==> src/rtl/gpr_wb_arbiter.sv <==
// GPR writeback arbiter: shares the register-file write port between EXU and LSU
// and keeps a busy scoreboard for RAW stalls. Define GPR_WB_RR_EN for round-robin, else LSU has fixed priority.
module gpr_wb_arbiter #(
  parameter int ADDR_WIDTH = 5,
  parameter int DATA_WIDTH = 32
) (
  input  logic                  clk,
  input  logic                  rst_n,
  input  logic                  exu_valid,
  input  logic [ADDR_WIDTH-1:0] exu_rd,
  input  logic [DATA_WIDTH-1:0] exu_data,
  output logic                  exu_ready,
  input  logic                  lsu_valid,
  input  logic [ADDR_WIDTH-1:0] lsu_rd,
  input  logic [DATA_WIDTH-1:0] lsu_data,
  output logic                  lsu_ready,
  input  logic                  issue_valid,
  input  logic [ADDR_WIDTH-1:0] issue_rd,
  input  logic                  flush,
  input  logic [ADDR_WIDTH-1:0] q_rs1,
  input  logic [ADDR_WIDTH-1:0] q_rs2,
  output logic                  rs1_busy,
  output logic                  rs2_busy,
  output logic                  w_en,
  output logic [ADDR_WIDTH-1:0] w_rd_addr,
  output logic [DATA_WIDTH-1:0] w_data
);

  localparam int NumRegs = 1 << ADDR_WIDTH;

  logic                  exuGrant;
  logic                  lsuGrant;
  logic                  xfer;
  logic [ADDR_WIDTH-1:0] grantRd;
  logic [DATA_WIDTH-1:0] grantData;

  logic                  w_en_q;
  logic [ADDR_WIDTH-1:0] w_rd_addr_q;
  logic [DATA_WIDTH-1:0] w_data_q;
  logic [NumRegs-1:0]    busy_q, busy_d;

`ifdef GPR_WB_RR_EN
  // lastLsu_q=0 means EXU was last granted, so LSU wins the first conflict after reset
  logic lastLsu_q;

  always_comb begin
    exuGrant = 1'b0;
    lsuGrant = 1'b0;
    if (exu_valid && lsu_valid) begin
      lsuGrant = !lastLsu_q;
      exuGrant = lastLsu_q;
    end else begin
      exuGrant = exu_valid;
      lsuGrant = lsu_valid;
    end
  end

  always_ff @(posedge clk or negedge rst_n) begin
    if (!rst_n) begin
      lastLsu_q <= 1'b0;
    end else if (exu_valid && lsu_valid) begin
      lastLsu_q <= lsuGrant;
    end
  end
`else
  always_comb begin
    lsuGrant = lsu_valid;
    exuGrant = exu_valid && !lsu_valid;
  end
`endif

  assign exu_ready = exuGrant && rst_n;
  assign lsu_ready = lsuGrant && rst_n;
  assign xfer      = exuGrant || lsuGrant;
  assign grantRd   = lsuGrant ? lsu_rd   : exu_rd;
  assign grantData = lsuGrant ? lsu_data : exu_data;

  // Writes to x0 are granted and captured but never enabled
  always_ff @(posedge clk or negedge rst_n) begin
    if (!rst_n) begin
      w_en_q      <= 1'b0;
      w_rd_addr_q <= '0;
      w_data_q    <= '0;
    end else begin
      w_en_q <= xfer && (grantRd != '0);
      if (xfer) begin
        w_rd_addr_q <= grantRd;
        w_data_q    <= grantData;
      end
    end
  end

  // Clear (flush or commit) is applied before set so a new in-flight writer wins
  always_comb begin
    busy_d = busy_q;
    if (flush) begin
      busy_d = '0;
    end else if (w_en_q) begin
      busy_d[w_rd_addr_q] = 1'b0;
    end
    if (issue_valid && (issue_rd != '0)) begin
      busy_d[issue_rd] = 1'b1;
    end
    busy_d[0] = 1'b0;
  end

  always_ff @(posedge clk or negedge rst_n) begin
    if (!rst_n) begin
      busy_q <= '0;
    end else begin
      busy_q <= busy_d;
    end
  end

  assign rs1_busy  = busy_q[q_rs1];
  assign rs2_busy  = busy_q[q_rs2];
  assign w_en      = w_en_q;
  assign w_rd_addr = w_rd_addr_q;
  assign w_data    = w_data_q;

endmodule

==> config.mk <==
export PLATFORM = sky130hd
export DESIGN_NAME = gpr_wb_arbiter
export DESIGN_NICKNAME = d
export VERILOG_FILES = /design/src/rtl/gpr_wb_arbiter.sv
export SDC_FILE = /design/constraint.sdc
export NUM_CORES = 1
export LEC_CHECK = 0
export BUFFER_PORTS_ARGS = -buffer_cell sky130_fd_sc_hd__buf_4
export CAP_MARGIN = 30
export CORE_ASPECT_RATIO = 0.7
export CORE_MARGIN = 2
export CORE_UTILIZATION = 30
export CTS_CLUSTER_DIAMETER = 40
export DETAILED_ROUTE_END_ITERATION = 8
export PLACE_DENSITY = 0.53
export SLEW_MARGIN = 20
export SYNTH_ARGS = -nofsm -noshare
export SYNTH_HDL_FRONTEND = slang
export SYNTH_SLANG_ARGS = --single-unit
export TNS_END_PERCENT = 100
==> constraint.sdc <==
create_clock -name clk -period 2 [get_ports clk]
set_input_delay 0.4 -clock clk [delete_from_list [all_inputs] [get_ports clk]]
set_output_delay 0.4 -clock clk [all_outputs]
set_load 0.1 [all_outputs]
# After elaboration in Yosys (flattened, before gate mapping)
# Index checks and enable logic that the tools add are counted.
word_totals:
  regBits: 69
  latch_bits: 0
  mem_bits_rw: 0
  romBits: 0
  out_inout_bits: 42
  wordCells: 37
  memories: 0
classes:
  addsub: 0
  multipliers: 0
  div_mod_pow: 0
  order_cmp: 6
  n_eq_ne: 0
  shifts: 0
  n_mux: 13
  bitwise: 3
  n_reduce_logical: 11
ops:
  columns: ["op", "count"]
  rows:
  - ["32-bit 2-to-1 mux", 4]
  - ["32-bit AND", 1]
  - ["32-bit NOT", 1]
  - ["32-bit bitwise OR", 1]
  - ["5-bit by 6-bit less-than comparator with 1-bit output, second input constant", 4]
  - ["1-bit binary-select mux with 5-bit select", 2]
  - ["1-bit demux with 5-bit select", 2]
  - ["5-bit by 1-bit greater-or-equal comparator with 1-bit output, second input constant", 2]
  - ["5-bit nonzero test", 2]
  - ["1-bit logical AND", 7]
  - ["5-bit 2-to-1 mux", 1]
  - ["1-bit 2-to-1 mux", 4]
  - ["1-bit logical NOT", 1]
  - ["1-bit logical OR", 1]

# Logic depth before layout (Yosys ltp)
# Gate-level depths: netlist of run 1.
logic_depth:
  word_depth: 10
  mapped_depth: 5
  ltp_nobuf: 4

# Least setup slack after synthesis of run 1
# OpenSTA, ideal clock, no wires.
synth_path:
  kind: "input -> output"
  startpoint: "input q_rs1[0]"
  endpoint: "output rs1_busy"
  arrival_ns: 2.212
  required_time_ns: 1.600
  path_slack_ns: -0.612
  path_stages: 5
  path_buffers: 1
  path_cell_list: "buf_2 -> mux4_2 -> nand2b_1 -> o211ai_1 -> nand4_1"
synth_via:
  elab_chain_cells: 2
synth_rtl:
  columns: ["element", "line", "text"]
  rows:
  - ["start: declaration", "20", "input logic [ADDR_WIDTH-1:0] q_rs1,"]
  - ["1-bit binary-select mux with 5-bit select", "115", "assign rs1_busy = busy_q[q_rs1];"]
  - ["1-bit 2-to-1 mux (implied by the code)", "115", null]
  - ["end: declaration", "22", "output logic rs1_busy,"]
# Every way passes these cells. The select of a mux whose other input is x is not followed.

# Worst setup path in the final report of run 1
layout_path:
  startpoint: "register busy_q[7]"
  endpoint: "output rs2_busy"
layout_via:
  elab_chain_cells: 2
layout_rtl:
  columns: ["element", "line", "text"]
  rows:
  - ["start: declaration", "40", "logic [NumRegs-1:0] busy_q, busy_d;"]
  - ["start signal: assignment", "111", "busy_q <= busy_d;"]
  - ["1-bit binary-select mux with 5-bit select", "116", "assign rs2_busy = busy_q[q_rs2];"]
  - ["1-bit 2-to-1 mux (implied by the code)", "116", null]
  - ["end: declaration", "23", "output logic rs2_busy,"]
# Every way passes these cells. The select of a mux whose other input is x is not followed.

==> results of run 1 <==
## placed cells by master, fill, tap and decap left out
master	n
nand4_1	2
mux4_2	6
nand3b_1	26
nor3b_1	4
nor2_1	7
nand3_1	12
o2111ai_2	2
a22oi_1	4
clkbuf_16	9
inv_1	3
o211ai_1	2
buf_8	2
clkbuf_8	2
buf_4	142
or3_1	1
nor2b_1	21
nor2_4	1
nand2_1	57
o21ai_0	85
buf_16	1
a211oi_1	2
and2_2	1
nor3_1	3
or3b_2	3
mux2i_1	54
clkinv_2	3
clkbuf_1	1
and3b_1	2
dfrtp_1	69
and3_1	1
clkinvlp_4	1
mux2_2	2
nand2b_4	4
a21oi_1	7
## stage by stage
step | instance area, sq um | setup slack, ns | hold slack (ns) | setup TNS, ns | total power [uW]
final | 5410 | -0.206 | 0.0419 | -0.411 | 4300
after floorplan | 3900 | -0.523 | 0.104 | -1.05 | 2410
after detailed placement | 5040 | -0.0725 | 0.533 | -0.143 | 2830
after CTS | 5350 | -0.231 | 0.265 | -0.438 | 4340
after global placement | 5040 | -0.0711 | 0.519 | -0.130 | 2820
after global routing | 5410 | -0.306 | 0.0473 | -0.582 | 4500
## repair_timing
| action | 4_1_cts | 5_1_grt |
|---|---|---|
| gates resized for setup | 5 | 3 |
| setup endpoints to repair | 2 | 2 |
| buffers inserted | 0 | 2 |
| pin swaps | 3 | 2 |
## per-layer routing
metal	vias up	routed length [um]	GRT usage [%]
met3	12	857	5.15
met1	1684	5500	24.6
met4	0	172	4.82
li1	1716	-	-
met2	112	5490	28.2
met5	-	0	0
## power breakdown
part	total [uW]	leakage, uW	switching [uW]	internal [uW]
Sequential	1560	0.000886	76.6	1480
Combinational	1260	0.00148	889	374
Clock	1480	0.000138	579	900
## cells by family after synthesis
logic type,count (synthesis),synth area share (%)
and+or+nand+nor,145,20.1
AOI/OAI and AO/OA,102,14.0
DFF,69,44.8
muxes,62,18.1
buffers and inverters,27,2.96
## worst min-delay path by stage
| stage | endpoint | slack [ns] | cells past startpoint |
|---|---|---|---|
| global placement | busy_q[7] | 0.52 | 2 |
| finish | w_data[20] | 0.04 | 2 |
| global route | w_data[20] | 0.05 | 2 |
| detailed placement | busy_q[11] | 0.53 | 2 |
| floorplan | busy_q[10] | 0.10 | 0 |
| CTS | w_data[8] | 0.27 | 3 |
## sequential cells by signal (all words and copies together), names as in the netlist
signal     cells
w_rd_addr      5
w_en           1
busy_q        31
w_data        32
## area by class of cell
cell class              instances  area (sq um)
clock inverters                 4          22.5
inverters                       3          11.3
multi-input cells             309          2060
clock buffers                  12           256
well taps                     162           203
repair buffers                145          1120
fillers                      1208          7060
flip-flops and latches         69          1730
==> key figures, run 1 <==
Drt
  • Vias after detailed routing: 3524
  • Vias per inst: 5.01
  • Avg WL per Cell: 17.1 um
  • Final wirelength: 12.0 mm
  • Drt pass-1 iters: 4
  • Initial drt markers: 281
  • Routed Antenna Nets: 0
  • Residual DRC count: 0

Worst setup path
  • Critical path fanouts, max: 3
  • CP max stage delay: 0.46 ns
  • Reg2Reg Depth: 4
  • Worst path depth: 5
  • R2r endpoint: busy_q[11]
  • R2r startpoint: w_rd_addr[3]
  • CP required: 1.60 ns
  • Slowest-stage cell, CP: mux4_2
  • Top delay family on crit path: multiplexers
  • Flop-to-flop setup slack: 0.54 ns
  • Worst path bufs/invs: 1
  • CP startpoint: busy_q[7]
  • Crit end category: output pin
  • WP data arrival: 1.81 ns
  • Kind of critical path: flip-flop to output pin
  • Critical Path Start Type: flip-flop
  • CP endpoint: rs2_busy
  • CP cell instances: mux4_2 -> nand2b_4 -> o211ai_1 -> nand4_1 -> buf_8

Finish
  • Antenna Cells: 0
  • P&R area growth vs syn: 40.3%
  • Final std cells w/o fill: 704
  • Layout cells sized above 1: 33.0%
  • Fin util: 43.4%
  • Layout Nets: 632

Clocking
  • CTS Buf Count: 9
  • H-tree depth: 3
  • Clock-pin transition on the worst setup and hold timing paths: 0.06 ns
  • Hold_buf cts: 0
  • Clock Path Buffers: 2
  • Clock latency on the worst-skew pair: 0.33 ns
  • CTS tree: yes
  • Root Driver: clkbuf_16
  • Clock sink total: 69

Timing
  • RSZ-0062 raised after global routing: true
  • Setup slack after layout: -0.206 ns
  • Period utilization: 110%
  • Maximum clock frequency: 453 MHz
  • Hold Violations, Final: 0
  • Setup violators final: 2
  • Max-slew violation count: 0
  • Slew of the pin with the lowest slew margin: 0.549 ns
  • Tmin final: 2.21 ns
  • Fin Clk Skew: 0.00461 ns
  • Relative slew slack: 63.3%

Pwr
  • Peak supply drop: 0.000467 V
  • Lkg Pwr: 0.00251 uW
  • Power Dens Cells: 795 mW/mm^2

Synth
  • Seq/Total Area, Yosys: 44.8%
  • Mapped Cells: 405
  • Unique masters post-synth: 29
  • Most used DFF post-synth: dfrtp_1
  • Syn avg cell area: 9.51 sq um
  • Area contributors post-synth: dfrtp_1, mux2i_1, o21ai_0, nand2_1, nand3b_1
  • Commonest cells in the netlist: o21ai_0, dfrtp_1, nand2_1
  • Most frequent cell after synthesis: o21ai_0
  • Post-synth EDFFs: 0
  • Synth warn: 0
  • Yosys reg bits: 69
  • Top cell type's share of synthesized area: 44.8%
  • Async set-reset flop share out of synthesis: 100%
  • Mapped Nets: 500
  • Dominant cell type by area after synthesis: dfrtp_1
  • Post-Syn Area: 0.00385 sq mm

GRT
  • Initial antenna violation count: 0
  • Vias in the first global route: 3652
  • Total track usage: 18.0%
  • Global-route wire length before repair: 19.6 mm
  • Grt total ovfl: 0
  • Largest net degree at the start of global routing: 70

Placement
  • Input/output buffers: 136
  • Detailed Place HPWL: 9.12 mm
  • Placed cell count: 685
  • Routability congestion estimate from global placement: 0.840

Die
  • Full die area: 0.0138 sq mm
  • Cell Rows: 34
  • # IOs: 137
  • Die W: 139 um
  • Die height: 98.8 um
  • CORE AREA: 0.0125 sq mm
  • Initial Utilization: 30.9%

Run status
  • Status: complete, but fails checks
  • Failing checks: setup timing

Run
  • Max_cap viols: 0

Min path
  • Hold WC Path Type: primary input to asynchronous set/reset pin
No activity file was read; power rests on OpenSTA's default activity.
==> run 2, diff against run 1 <==
--- a/config.mk
+++ b/config.mk
@@ -12,6 +12,7 @@
 export CORE_UTILIZATION = 30
 export CTS_CLUSTER_DIAMETER = 40
 export DETAILED_ROUTE_END_ITERATION = 8
+export MAX_ROUTING_LAYER = met4
 export PLACE_DENSITY = 0.53
 export SLEW_MARGIN = 20
 export SYNTH_ARGS = -nofsm -noshare
==> constraint.sdc (replaced) <==
create_clock -name clk -period 2.6 [get_ports clk]
set_input_delay 0.52 -clock clk [delete_from_list [all_inputs] [get_ports clk]]
set_output_delay 0.52 -clock clk [all_outputs]
set_load 0.1 [all_outputs]
==> key figures, run 2 (same netlist as run 1, synthesis figures left out) <==
Run status
  • Status: finished, final reports clean

Die
  • Full die area: 0.0138 sq mm
  • CORE AREA: 0.0125 sq mm
  • Cell Rows: 34
  • # IOs: 137
  • Die W: 139 um
  • Initial Utilization: 30.9%
  • Die height: 98.8 um

Finish
  • Layout cells sized above 1: 31.3%
  • Antenna Cells: 0
  • Commonest cells after routing, fill and taps aside: buf_4, o21ai_0, dfrtp_1, nand2_1, mux2i_1
  • Fin util: 42.7%
  • Layout Nets: 626
  • Fillers: 1190
  • P&R area growth vs syn: 38.0%
  • Commonest non-fill, non-tap cell in the layout: buf_4
  • FF/Latch Area: 0.00173 sq mm
  • Multi-input gate area: 0.00202 sq mm
  • Max reg flops: 32
  • Final std cells w/o fill: 698

Worst setup path
  • Crit end category: output pin
  • R2r endpoint: busy_q[12]
  • CP cell instances: mux4_2 -> nand2b_4 -> o211ai_1 -> nand4_1 -> buf_4
  • Critical Path Start Type: flip-flop
  • CP required: 2.08 ns
  • R2r startpoint: w_rd_addr[0]
  • WP data arrival: 1.88 ns
  • CP max stage delay: 0.47 ns
  • Critical path fanouts, max: 3
  • Reg2Reg Depth: 3
  • Slowest-stage cell, CP: mux4_2
  • Flop-to-flop setup slack: 1.13 ns
  • Kind of critical path: flip-flop to output pin

Drt
  • Residual DRC count: 0
  • Drt pass-1 iters: 5
  • Vias after detailed routing: 3515
  • Initial drt markers: 233
  • Vias per inst: 5.04
  • Routed Antenna Nets: 0
  • Final wirelength: 11.9 mm
  • Avg WL per Cell: 17.0 um

Clocking
  • Hold_buf cts: 0
  • CTS tree: yes
  • CTS Buf Count: 9
  • Post-CTS sizing: 0
  • Clock Path Buffers: 2
  • Postcts setup bufs: 0
  • Root Driver: clkbuf_16
  • Clock-pin transition on the worst setup and hold timing paths: 0.06 ns
  • Clock sink total: 69
  • Clock latency on the worst-skew pair: 0.34 ns
  • H-tree depth: 3

Pwr
  • Peak supply drop: 0.000349 V
  • Sequential share of power: 35.2%
  • Internal: 2230 uW
  • Combinational power share: 27.6%
  • Lkg Pwr: 0.00248 uW
  • Power Dens Cells: 642 mW/mm^2
  • Sw frac: 34.8%
  • Clock group share of total power: 37.2%
  • Total power draw: 3420 uW
  • Switching power: 1190 uW

GRT
  • Global-route wire length before repair: 19.0 mm
  • Met2 Usage GRT: 26.9%
  • Busiest grt layer: met2
  • Met3 Track Usage GR: 5.44%
  • Vias in the first global route: 3417
  • Largest net degree at the start of global routing: 78
  • Met1 Use GR: 25.3%
  • Total track usage: 18.2%
  • Grt total ovfl: 0
  • Initial antenna violation count: 0

Min path
  • Hold WC Path Type: primary input to asynchronous set/reset pin

Timing
  • Setup slack after layout: 0.197 ns
  • Max-slew violation count: 0
  • Slew of the pin with the lowest slew margin: 0.725 ns
  • RSZ-0062 raised after global routing: false
  • Relative slew slack: 51.7%
  • Fin Setup TNS: 0 ns
  • Hold Violations, Final: 0
  • Tmin final: 2.40 ns
  • Period utilization: 92.4%
  • Fin Clk Skew: 0.00727 ns
  • Setup violators final: 0
  • Maximum clock frequency: 416 MHz

Placement
  • Routability congestion estimate from global placement: 0.856
  • Input/output buffers: 136
  • Detailed Place HPWL: 8.99 mm
  • Placed cell count: 682
  • Pre-CTS worst setup slack: 0.231 ns

Run
  • Max_cap viols: 0
-- run 2: changes by cell type in the layout (fill, tap and decap cells not counted), moves of 2 or more --
cell	change
buf_8	-2
o2111ai_2	-2
buf_4	-3
nand2b_1	+3
o2111ai_1	+2
nand2b_4	-3
-- run 2: final cells by class --
cell class | instances | area share (%)
Multi-Input combinational cell | 309 | 38.0
Timing Repair Buffer | 139 | 19.6
Clock inverter | 4 | 0.847
Sequential cell | 69 | 32.5
Inverter | 3 | 0.212
Tap cell | 162 | 3.81
Clock buffer | 12 | 5.01
-- run 2: power groups by stage --
stage / Clock, uW / Sequential [uW] / Combinational, uW
after global placement: 0 / 1220 / 945
after floorplan: 0 / 1600 / 256
final: 1270 / 1200 / 944
after CTS: 1290 / 1200 / 949
after detailed placement: 0 / 1220 / 949
after global routing: 1340 / 1210 / 994
-- run 2: worst max-delay path: cells and delay by family, from the launching register on --
family / cells / cell delay, ns
AOI/OAI and AO/OA: 1 / 0.10
buffers and inverters: 1 / 0.27
DFF: 1 / 0.41
muxes: 1 / 0.47
and+or+nand+nor: 2 / 0.30
-- run 2: metal layers --
layer	vias up	wire length [um]
met5	-	0
met3	6	686
li1	1701	-
met1	1720	5660
met4	0	51
met2	88	5470
-- run 2: worst max path at each step --
stage	from	endpoint	slack [ns]	depth (start not counted)
after floorplan	q_rs1[0]	rs1_busy	-0.17	5
after global placement	q_rs2[0]	rs2_busy	0.23	6
after detailed placement	q_rs2[0]	rs2_busy	0.23	6
after CTS	busy_q[4]	rs2_busy	0.19	5
after global routing	busy_q[23]	rs2_busy	0.14	5
final	busy_q[4]	rs2_busy	0.20	5
-- run 2: per-stage QoR --
step | cell area, sq um | hold WS (ns)
2_1_floorplan | 3880 | 0.224
3_3_place_gp | 5010 | 0.397
3_5_place_dp | 5010 | 0.398
4_1_cts | 5320 | 0.0378
5_1_grt | 5320 | 0.0429
6_report | 5320 | 0.0354
